[config.mk]
export PLATFORM = sky130hd
export DESIGN_NAME = uart_cmd_rx
export DESIGN_NICKNAME = d
export VERILOG_FILES = /design/src/rtl/uart_cmd_pkg.sv /design/src/rtl/uart_rx_sync.sv /design/src/rtl/uart_cmd_rx.sv
export SDC_FILE = /design/constraint.sdc
export NUM_CORES = 1
export LEC_CHECK = 0
export CAP_MARGIN = 20
export CORE_UTILIZATION = 58
export CTS_CLUSTER_SIZE = 28
export DETAILED_ROUTE_END_ITERATION = 8
export MAX_ROUTING_LAYER = met4
export PLACE_DENSITY = 0.88
export SETUP_SLACK_MARGIN = 0.05
export SLEW_MARGIN = 20
export SYNTH_ARGS = -nofsm -noshare
export SYNTH_HDL_FRONTEND = slang
export SYNTH_HIERARCHICAL = 1
export SYNTH_SLANG_ARGS = --single-unit
[constraint.sdc]
create_clock -name CLK -period 2.67 [get_ports CLK]
set_clock_uncertainty 0.1 [all_clocks]
set_input_delay 0.534 -clock CLK [delete_from_list [all_inputs] [get_ports CLK]]
set_output_delay 0.534 -clock CLK [all_outputs]
set_load 0.01 [all_outputs]
[src/rtl/uart_cmd_pkg.sv]
// Shared types and command constants for the UART command receiver.
package uart_cmd_pkg;

    typedef enum logic [2:0] {
        IDLE      = 3'd0,
        START     = 3'd1,
        DATA      = 3'd2,
        STOP      = 3'd3,
        WAIT_HIGH = 3'd4
    } rx_state_t;

    localparam logic [7:0] CMD_BACK  = 8'h62;
    localparam logic [7:0] CMD_FWD   = 8'h66;
    localparam logic [7:0] CMD_RIGHT = 8'h72;
    localparam logic [7:0] CMD_LEFT  = 8'h6C;

    function automatic logic is_known_cmd(input logic [7:0] b);
        return (b == CMD_BACK) || (b == CMD_FWD) || (b == CMD_RIGHT) || (b == CMD_LEFT);
    endfunction

endpackage

[src/rtl/uart_rx_sync.sv]
// Two-flop synchronizer for the serial line; both flops reset to the idle level (1).
module uart_rx_sync (
    input  logic CLK,
    input  logic RST,
    input  logic din,
    output logic dout
);

    logic meta;

    always_ff @(posedge CLK) begin
        if (RST) begin
            meta <= 1'b1;
            dout <= 1'b1;
        end else begin
            meta <= din;
            dout <= meta;
        end
    end

endmodule

[src/rtl/uart_cmd_rx.sv]
// 8N1 UART receiver that decodes single-byte robot commands.
// Optional idle timeout that clears the held command: define UART_CMD_RX_TIMEOUT_EN.
module uart_cmd_rx
    import uart_cmd_pkg::*;
#(
    parameter int CLKS_PER_BIT   = 5208,
    parameter int TIMEOUT_CYCLES = 25_000_000
) (
    input  logic       CLK,
    input  logic       RST,
    input  logic       RXD,
    output logic [7:0] rx_data,
    output logic       rx_cnt_en,
    output logic       cmd_known,
    output logic       frame_err,
    output logic       busy,
    output logic       timeout
);

    localparam logic [15:0] BIT_LAST  = 16'(CLKS_PER_BIT - 1);
    localparam logic [15:0] HALF_LAST = 16'(CLKS_PER_BIT / 2 - 1);

    logic        rxs;
    rx_state_t   state, state_n;
    logic [15:0] bit_cnt, bit_cnt_n;
    logic [2:0]  bit_idx, bit_idx_n;
    logic [7:0]  shift_reg, shift_n;
    logic        accept;
    logic        bad_stop;

    uart_rx_sync u_sync (
        .CLK  (CLK),
        .RST  (RST),
        .din  (RXD),
        .dout (rxs)
    );

    always_ff @(posedge CLK) begin
        if (RST) begin
            state     <= IDLE;
            bit_cnt   <= 16'd0;
            bit_idx   <= 3'd0;
            shift_reg <= 8'h00;
            rx_cnt_en <= 1'b0;
            frame_err <= 1'b0;
        end else begin
            state     <= state_n;
            bit_cnt   <= bit_cnt_n;
            bit_idx   <= bit_idx_n;
            shift_reg <= shift_n;
            rx_cnt_en <= accept;
            frame_err <= bad_stop;
        end
    end

    // Every counting state stops at its compare value, so bit_cnt never wraps.
    always_comb begin
        state_n   = state;
        bit_cnt_n = bit_cnt;
        bit_idx_n = bit_idx;
        shift_n   = shift_reg;
        accept    = 1'b0;
        bad_stop  = 1'b0;
        case (state)
            IDLE: begin
                if (!rxs) begin
                    state_n   = START;
                    bit_cnt_n = 16'd0;
                end
            end
            START: begin
                if (bit_cnt == HALF_LAST) begin
                    bit_cnt_n = 16'd0;
                    bit_idx_n = 3'd0;
                    state_n   = rxs ? IDLE : DATA;
                end else begin
                    bit_cnt_n = bit_cnt + 16'd1;
                end
            end
            DATA: begin
                if (bit_cnt == BIT_LAST) begin
                    bit_cnt_n          = 16'd0;
                    shift_n[bit_idx]   = rxs;
                    bit_idx_n          = bit_idx + 3'd1;
                    if (bit_idx == 3'd7) begin
                        state_n = STOP;
                    end
                end else begin
                    bit_cnt_n = bit_cnt + 16'd1;
                end
            end
            STOP: begin
                if (bit_cnt == BIT_LAST) begin
                    bit_cnt_n = 16'd0;
                    if (rxs) begin
                        accept  = 1'b1;
                        state_n = IDLE;
                    end else begin
                        bad_stop = 1'b1;
                        state_n  = WAIT_HIGH;
                    end
                end else begin
                    bit_cnt_n = bit_cnt + 16'd1;
                end
            end
            WAIT_HIGH: begin
                if (rxs) begin
                    state_n = IDLE;
                end
            end
            default: begin
                state_n = IDLE;
            end
        endcase
    end

    assign busy = (state != IDLE);

`ifdef UART_CMD_RX_TIMEOUT_EN
    localparam logic [31:0] TO_LIMIT = 32'(TIMEOUT_CYCLES);

    logic [31:0] to_cnt;
    logic        to_fire;

    // A byte accepted on the firing edge restarts the count instead of clearing.
    assign to_fire = !accept && (to_cnt == TO_LIMIT - 32'd1);

    always_ff @(posedge CLK) begin
        if (RST) begin
            to_cnt    <= 32'd0;
            timeout   <= 1'b0;
            rx_data   <= 8'h00;
            cmd_known <= 1'b0;
        end else begin
            timeout <= to_fire;
            if (accept) begin
                to_cnt    <= 32'd0;
                rx_data   <= shift_reg;
                cmd_known <= is_known_cmd(shift_reg);
            end else begin
                if (to_cnt != TO_LIMIT) begin
                    to_cnt <= to_cnt + 32'd1;
                end
                if (to_fire) begin
                    rx_data   <= 8'h00;
                    cmd_known <= 1'b0;
                end
            end
        end
    end
`else
    logic unused_timeout_cfg;
    assign unused_timeout_cfg = (TIMEOUT_CYCLES == 0);
    assign timeout            = 1'b0;

    always_ff @(posedge CLK) begin
        if (RST) begin
            rx_data   <= 8'h00;
            cmd_known <= 1'b0;
        end else if (accept) begin
            rx_data   <= shift_reg;
            cmd_known <= is_known_cmd(shift_reg);
        end
    end
`endif

endmodule
## Word-level counts from Yosys, hierarchy flattened

Index checks and enable logic that the tools add are counted.

| storage, ports and cells | value |
|---|---|
| word-level logic and storage cells | 70 |
| flip-flop bits (word level) | 43 |
| input port bits | 3 |

| cells by class | value |
|---|---|
| eq/ne operators | 17 |
| order comparisons | 2 |
| mux-type cells | 23 |
| $add $sub $neg | 2 |
| bitwise gates (word level) | 2 |
| reductions and logical operators | 14 |

Operators by type and width:

| cell | number |
|---|---|
| 16-bit 2-to-1 mux | 3 |
| 16-bit case mux with 3 select lines | 1 |
| 8-bit by 7-bit equality test with 1-bit output (second input constant) | 4 |
| 3-bit 2-to-1 mux | 9 |
| 16-bit by 1-bit adder with 16-bit output (second input constant) | 1 |
| 16-bit by 12-bit equality test with 1-bit output (second input constant) | 1 |
| 16-bit by 13-bit equality test with 1-bit output (second input constant) | 1 |
| 3-bit case mux with 5 select lines | 1 |
| 2-bit != test (second input constant) | 5 |
| 8-bit bitwise mux | 1 |
| 3-bit by 2-bit equality test with 1-bit output (second input constant) | 2 |
| 3-bit equality test (second input constant) | 2 |
| 3-bit case mux with 2 select lines | 1 |
| 6-bit AND reduction | 1 |
| 3-bit nonzero test | 2 |
| 1-bit 2-to-1 mux | 5 |
| 3-bit by 4-bit < comparator with 1-bit output (second input constant) | 1 |
| 2-bit AND reduction | 2 |
| 3-bit by 1-bit adder with 3-bit output (second input constant) | 1 |
| 1-bit demux with 3-bit select | 1 |
| 3-bit by 1-bit equality test with 1-bit output (second input constant) | 1 |
| 3-bit by 1-bit >= comparator with 1-bit output (second input constant) | 1 |
| 3-bit logical NOT | 1 |
| 1-bit logical OR | 3 |
| 8 further kinds | 9 |

## Longest topological paths before layout

Gate-level depths: netlist of the first run.

| depth | value |
|---|---|
| word-level depth | 5 |
| depth in mapped cells | 8 |

## Hierarchy

The synthesis of the first run kept the hierarchy.

Modules (own cells, without submodules):

| module | area each (µm²) | cells an instance | times used | seq. area each (µm²) |
|---|---|---|---|---|
| uart_cmd_rx | 2105.8 | 246 | 1 | 820.8 |
| uart_rx_sync | 52.6 | 4 | 1 | 40.0 |

## Worst setup path after synthesis of the first run

No wires, ideal clock.

| timing | value |
|---|---|
| kind | reg2reg |
| start | register bit_cnt[2] |
| end | register bit_cnt[5] |
| path slack | 0.704 ns |
| required time | 2.453 ns |
| path buffers | 1 |
| arrival time | 1.749 ns |
| stages on the path, launching flop included | 7 |
| cell sequence | dfxtp_1 buf_6 or4_4 nor4_4 o22a_4 o31ai_1 a22o_1 |

| between the ends | value |
|---|---|
| cells in the longest elaborated chain, start to end | 3 |

RTL lines:

| what | line | RTL |
|---|---|---|
| start, declared | uart_cmd_rx.sv:25 | `logic [15:0] bit_cnt, bit_cnt_n;` |
| start signal, assigned | uart_cmd_rx.sv:48 | `bit_cnt <= bit_cnt_n;` |
| 16-bit by 1-bit adder with 16-bit output, or another cell as far along | uart_cmd_rx.sv:77, uart_cmd_rx.sv:89, uart_cmd_rx.sv:103 |  |
| 16-bit 2-to-1 mux (on tied branches) | uart_cmd_rx.sv:81, uart_cmd_rx.sv:93, uart_cmd_rx.sv:72 |  |
| 16-bit case mux with 3 select lines (*) | uart_cmd_rx.sv:64 | `case (state)` |

Every way passes the cells marked *; elsewhere a longest branch is shown, timed or not.
A chain may end at the register's enable or synchronous reset.

## Final worst setup path of the first run

| timing | value |
|---|---|
| start | register state[2] |
| end | output busy |

| between the ends | value |
|---|---|
| cells in the longest elaborated chain, start to end | 1 |

RTL lines:

| what | line | RTL |
|---|---|---|
| start, declared | uart_cmd_rx.sv:24 | `rx_state_t state, state_n;` |
| start signal, assigned | uart_cmd_rx.sv:47 | `state <= state_n;` |
| 3-bit nonzero test | uart_cmd_rx.sv:117 | `assign busy = (state != IDLE);` |
| end, declared | uart_cmd_rx.sv:16 | `output logic busy,` |

Every way passes these cells.

==> results.json, run 1 <==
{
  "rrSetupSlack_ns": 0.46,
  "path_cells": "or3_1 -> clkdlybuf4s50_1",
  "ctsRootBufferMaster": "clkbuf_8",
  "min-delay-start": "u_sync/meta",
  "num_rows": 21,
  "wl_per_cell_um": 14.4,
  "routed_wl_mm": 4.42,
  "dpl.hpwl_mm": 3.28,
  "fin_tns_setup_ns": 0,
  "viasPerCell": 6.07,
  "critical_path_buf_inv_count": 1,
  "cts_buffers": 5,
  "hold_violations": 0,
  "yosysTopAreaCellShare_pct": 39.9,
  "postCtsSetupRepairBufs": 0,
  "arrival_ns": 1.63,
  "timing.rr.start": "bit_cnt[0]",
  "netlist_area_um2": 2160,
  "timing.final.crit_share_pct": 84.9,
  "track_usage_pct": 25.2,
  "cts_tree": "done",
  "die_h_um": 63,
  "grt_first_pass_wirelength_mm": 7.77,
  "port_buffers": 14,
  "htreeDepth": 2,
  "yosys-top-cells-count": "dfxtp_1 (43), nand2_1 (27), nor2_1 (27)",
  "power_density_nw_per_um2": 524,
  "min_to": "u_sync/dout",
  "synth_compound_area_share_pct": 13.8,
  "synth.avg_cell_area_um2": 8.63,
  "ctsResizeCount": 0,
  "antenna_found_initial": 0,
  "area_delta_synth_final_pct": 11.3,
  "yosysMostFrequentCell": "dfxtp_1",
  "hold_class": "flop to flop",
  "dieArea_um2": 3970,
  "synthMuxAreaShare_pct": 8.81,
  "grt_max_degree": 17,
  "cts_hold_buffers": 0,
  "ys_warn_count": 6,
  "first_pass_iters": 4,
  "ant_nets": 0,
  "worstPathRequired_ns": 2.04,
  "start_kind": "flop",
  "synthTopCellsByArea": "dfxtp_1 (40%), mux2i_1 (8.8%), nand2_1 (4.7%)",
  "maxCapViolations": 0,
  "clock_latency_ns": 0.29,
  "place.gp.congestion": 0.876,
  "first_global_vias": 1725,
  "initial_core_util_pct": 62.7,
  "overflow": 0,
  "largest_reg_flops": 16,
  "die_x_um": 63,
  "cp-end-kind": "primary output",
  "reg2reg_to": "bit_cnt[10]",
  "synth_edf_count": 0,
  "finalCriticalPeriod_ns": 2.27,
  "yosysSeqAreaShare_pct": 39.9,
  "antennaDiodeCount": 0,
  "syn_nets": 256,
  "irDropWorstVdd_mv": 0.330,
  "max-slew-margin-rel_pct": 54.9,
  "nets": 267,
  "crit_family": "buffers and inverters",
  "synthFlopType": "dfxtp_1",
  "async_flop_share_pct": 0,
  "synth_top_family_by_area": "simple AND/OR/NAND/NOR gates",
  "synth_cell_types": 50,
  "reg2reg_depth": 6,
  "path_clk_slew_ns": 0.08,
  "io_pins": 16,
  "fmax_ghz": 0.441,
  "core_um2": 3440,
  "vias": 1870,
  "min_path_cells": 1,
  "slew_violations": 0,
  "synth_simple_gate_area_share_pct": 29.1,
  "yosysTopAreaCell": "dfxtp_1",
  "synth_fa_ha_area_share_pct": 1.74,
  "cts_sinks": 43,
  "drive_above_1_share_pct": 6.49,
  "status": "completed",
  "setup_viol_count_final": 0,
  "leakagePower_nw": 0.911,
  "drtIter0Drc": 101,
  "synth_xor_area_share_pct": 2.43,
  "critPathSlowestCell": "clkdlybuf4s50_1",
  "fin_util_pct": 69.8,
  "drcViolationCount": 0,
  "clockBufferDepth": 2,
  "synth_seq_cells": 43,
  "worst_pin_slew_ns": 0.671,
  "slowest_delay_ns": 0.48,
  "rsz0062_at_grt": "no",
  "synthCells": 250,
  "cp.depth": 2,
  "path_class": "flop to primary output",
  "path_max_fanout": 12
}
cell usage in the layout (no fill, tap or decap), types with 3 or more instances in the layout:
| cell type | netlist | routed |
|---|---|---|
| mux2i_1 | 19 | 19 |
| o21ai_0 | 4 | 4 |
| nor3_1 | 7 | 7 |
| dfxtp_1 | 43 | 43 |
| ha_1 | 3 | 3 |
| nand2_1 | 27 | 27 |
| clkdlybuf4s50_1 | 0 | 14 |
| o31ai_1 | 4 | 4 |
| a31oi_1 | 4 | 4 |
| nand4_1 | 6 | 6 |
| a21oi_1 | 10 | 10 |
| or3_1 | 6 | 6 |
| xor2_1 | 4 | 4 |
| nor4_1 | 3 | 3 |
| nor2b_1 | 4 | 4 |
| buf_4 | 1 | 4 |
| nand2b_1 | 4 | 4 |
| a22o_1 | 4 | 4 |
| a21o_1 | 4 | 4 |
| nand3b_1 | 4 | 4 |
| nor3b_1 | 4 | 4 |
| clkbuf_8 | 0 | 5 |
| inv_1 | 5 | 5 |
| nor2_1 | 27 | 27 |
| nand3_1 | 9 | 9 |
area by class of cell:
type / instances / area (um2)
clock buffer: 6 / 72.6
clock inverter: 2 / 12.5
fill: 267 / 1040
inverter: 5 / 18.8
multi-input combinational: 188 / 1210
sequential: 43 / 861
tap: 46 / 57.6
timing repair buffer: 18 / 170
per-stage QoR:
step | total power, mW | std cells | hold WS [ns] | area (um2) | setup WS (ns)
2_1_floorplan | 0.826 | 250 | 0.285 | 2160 | 0.704
3_3_place_gp | 0.868 | 300 | 0.288 | 2320 | 0.226
3_5_place_dp | 0.874 | 300 | 0.294 | 2320 | 0.163
4_1_cts | 1.27 | 308 | 0.313 | 2400 | 0.397
5_1_grt | 1.31 | 308 | 0.333 | 2400 | 0.215
6_report | 1.26 | 308 | 0.310 | 2400 | 0.402
worst max path at each step:
stage | start | to | slack [ns]
after floorplan | bit_cnt[2] | bit_cnt[5] | 0.70
after global routing | RST | bit_cnt[10] | 0.21
final | state[2] | busy | 0.40
after global placement | RST | bit_cnt[14] | 0.23
after CTS | state[2] | busy | 0.40
after detailed placement | RST | bit_cnt[10] | 0.16
worst reg2reg max path, delay by kind of cell (launching register included):
family | cells | cell delay (ns)
adder cells (fa/ha/maj) | 1 | 0.27
AND/OR/NAND/NOR | 2 | 0.48
AO/OA/AOI/OAI | 3 | 0.93
flip-flops | 1 | 0.35
layer usage:
metal  up-vias  part of all wire [%]  global-route usage, %  routed length, um
met5         -                     0                      -                  0
met4         0                  0.99                   8.72                 44
met3         5                   6.6                   5.84                293
met2        74                    44                   36.8               1940
met1       865                    49                   33.7               2150
li1        926                     -                      -                  -
logic make-up (layout without fill, tap and decap cells):
family	Yosys count	after routing
and+or+nand+nor	117	117
DFF	43	43
other	1	1
buffers and inverters	19	31
adders and majority gates	3	3
muxes	19	19
xor gates and xnor gates	6	6
AOI/OAI and AO/OA	42	42
where the power goes:
group | switching (mW) | internal (mW) | leakage, nW
Combinational | 0.108 | 0.0808 | 0.523
Sequential | 0.0242 | 0.650 | 0.347
Clock | 0.212 | 0.183 | 0.0412
Total | 0.345 | 0.913 | 0.911
Power figures use the tool's default switching activity.
==> inputs of run 2 (changes only) <==
==> constraint.sdc (replaced) <==
create_clock -name CLK -period 2.3 [get_ports CLK]
set_clock_uncertainty 0.1 [all_clocks]
set_input_delay 0.46 -clock CLK [delete_from_list [all_inputs] [get_ports CLK]]
set_output_delay 0.46 -clock CLK [all_outputs]
set_load 0.01 [all_outputs]
==> run 2 against run 1 <==
Compared with the run above: global-route usage is 1.5 points higher; first-iteration DRC count up 87%; via count is 1.2% higher; critical path type unchanged; critical endpoint unchanged.
==> results.json, run 2 (synthesis results as in run 1) <==
{
  "port_buffers": 14,
  "slew_violations": 0,
  "setup_viol_count_final": 0,
  "ant_nets": 0,
  "start_kind": "flop",
  "layout_setup_ws_ns": 0.113,
  "vias": 1892,
  "cts_tree": "done",
  "finalCriticalPeriod_ns": 2.19,
  "arrival_ns": 1.63,
  "p_int_mw": 1.07,
  "cts_buffers": 5,
  "viasPerCell": 5.99,
  "power_density_nw_per_um2": 600,
  "first_global_vias": 1703,
  "path_clk_slew_ns": 0.08,
  "dieArea_um2": 3970,
  "p_seq_share_pct": 53.0,
  "track_usage_pct": 26.7,
  "io_pins": 16,
  "overflow": 0,
  "nets": 275,
  "first_pass_iters": 4,
  "area_delta_synth_final_pct": 14.1,
  "mostFrequentLayoutCells": "dfxtp_1 (43), nor2_1 (27), nand2_1 (27), mux2i_1 (19), clkdlybuf4s50_1 (14)",
  "grt_first_pass_wirelength_mm": 8.02,
  "die_h_um": 63,
  "drcViolationCount": 0,
  "timing.final.crit_share_pct": 95.1,
  "place.gp.congestion": 1.04,
  "p_comb_share_pct": 15.3,
  "fmax_ghz": 0.457,
  "maxCapViolations": 0,
  "power_mw": 1.48,
  "largest_reg_flops": 16,
  "leakagePower_nw": 0.954,
  "path_class": "flop to primary output",
  "path_max_fanout": 12,
  "rsz0062_at_grt": "no",
  "crit_family": "buffers and inverters",
  "cp-end-kind": "primary output",
  "core_um2": 3440,
  "irDropWorstVdd_mv": 0.399,
  "clockBufferDepth": 2,
  "wl_per_cell_um": 14.4,
  "dpl.hpwl_mm": 3.35,
  "die_x_um": 63,
  "antennaDiodeCount": 0,
  "power_frac_clock_pct": 31.7,
  "routed_wl_mm": 4.54,
  "htreeDepth": 2,
  "worstPathRequired_ns": 1.74,
  "dp_slack_ns": 0.149,
  "hold_class": "flop to flop",
  "hold_violations": 0,
  "drtIter0Drc": 189,
  "status": "completed",
  "ctsRootBufferMaster": "clkbuf_8",
  "path_cells": "or3_1 -> clkdlybuf4s50_1",
  "final_common_cell": "dfxtp_1",
  "cts_sinks": 43,
  "fin_tns_setup_ns": 0,
  "critPathSlowestCell": "clkdlybuf4s50_1",
  "antenna_found_initial": 0,
  "num_rows": 21,
  "grt_max_degree": 19,
  "p_sw_share_pct": 27.8,
  "clock_latency_ns": 0.30,
  "switching_power_mw": 0.411,
  "slowest_delay_ns": 0.48,
  "critical_path_buf_inv_count": 1,
  "initial_core_util_pct": 62.7,
  "drive_above_1_share_pct": 9.26
}
==> run 2: cell count changes in the layout (fill, tap and decap cells not counted) <==
cell | before | now
buf_4 | 4 | 12
o311ai_0 | 1 | 0
o311ai_1 | 0 | 1
==> run 2: power groups by stage <==
stage / clock network (mW) / registers [mW] / logic (mW)
5_1_grt: 0.511 / 0.787 / 0.244
3_3_place_gp: 0 / 0.799 / 0.216
2_1_floorplan: 0 / 0.779 / 0.180
4_1_cts: 0.475 / 0.782 / 0.223
3_5_place_dp: 0 / 0.800 / 0.219
6_report: 0.468 / 0.783 / 0.226
==> run 2: stage by stage <==
stage	area, um2	util [%]	hold WS (ns)	instances
2_1_floorplan	2160	-	0.285	250
3_3_place_gp	2380	69.1	0.288	308
3_5_place_dp	2380	69.1	0.303	308
4_1_cts	2460	71.5	0.323	316
5_1_grt	2460	71.5	0.349	316
6_report	2460	71.5	0.317	316
==> run 2: worst paths after layout <==
kind	from	to	slack, ns	depth (start not counted)
max	state[2]	busy	0.11	2
min	u_sync/meta	u_sync/dout	0.32	1
max reg2reg	bit_cnt[2]	bit_cnt[7]	0.21	5
min reg2reg	u_sync/meta	u_sync/dout	0.32	1
==> run 2: cell type report <==
| cell class | instances | area (um2) |
|---|---|---|
| Clock buffer | 6 | 72.6 |
| Inverter | 5 | 18.8 |
| Fill cell | 264 | 980 |
| Timing Repair Buffer | 26 | 230 |
| Clock inverter | 2 | 12.5 |
| Multi-Input combinational cell | 188 | 1210 |
| Tap cell | 46 | 57.6 |
| Sequential cell | 43 | 861 |
==> run 2: layer usage <==
layer	track usage, %	up-vias	wire length (um)
met3	5.11	9	241
met5	-	-	0
li1	-	941	-
met2	39.9	64	2060
met1	35.3	878	2150
met4	10.5	0	80
==> run 2: timing repair <==
action | CTS | global route
hold buffers | 0 | 0
setup endpoints to repair | 0 | 1
buffers inserted | 0 | 0
gates resized for setup | 0 | 1
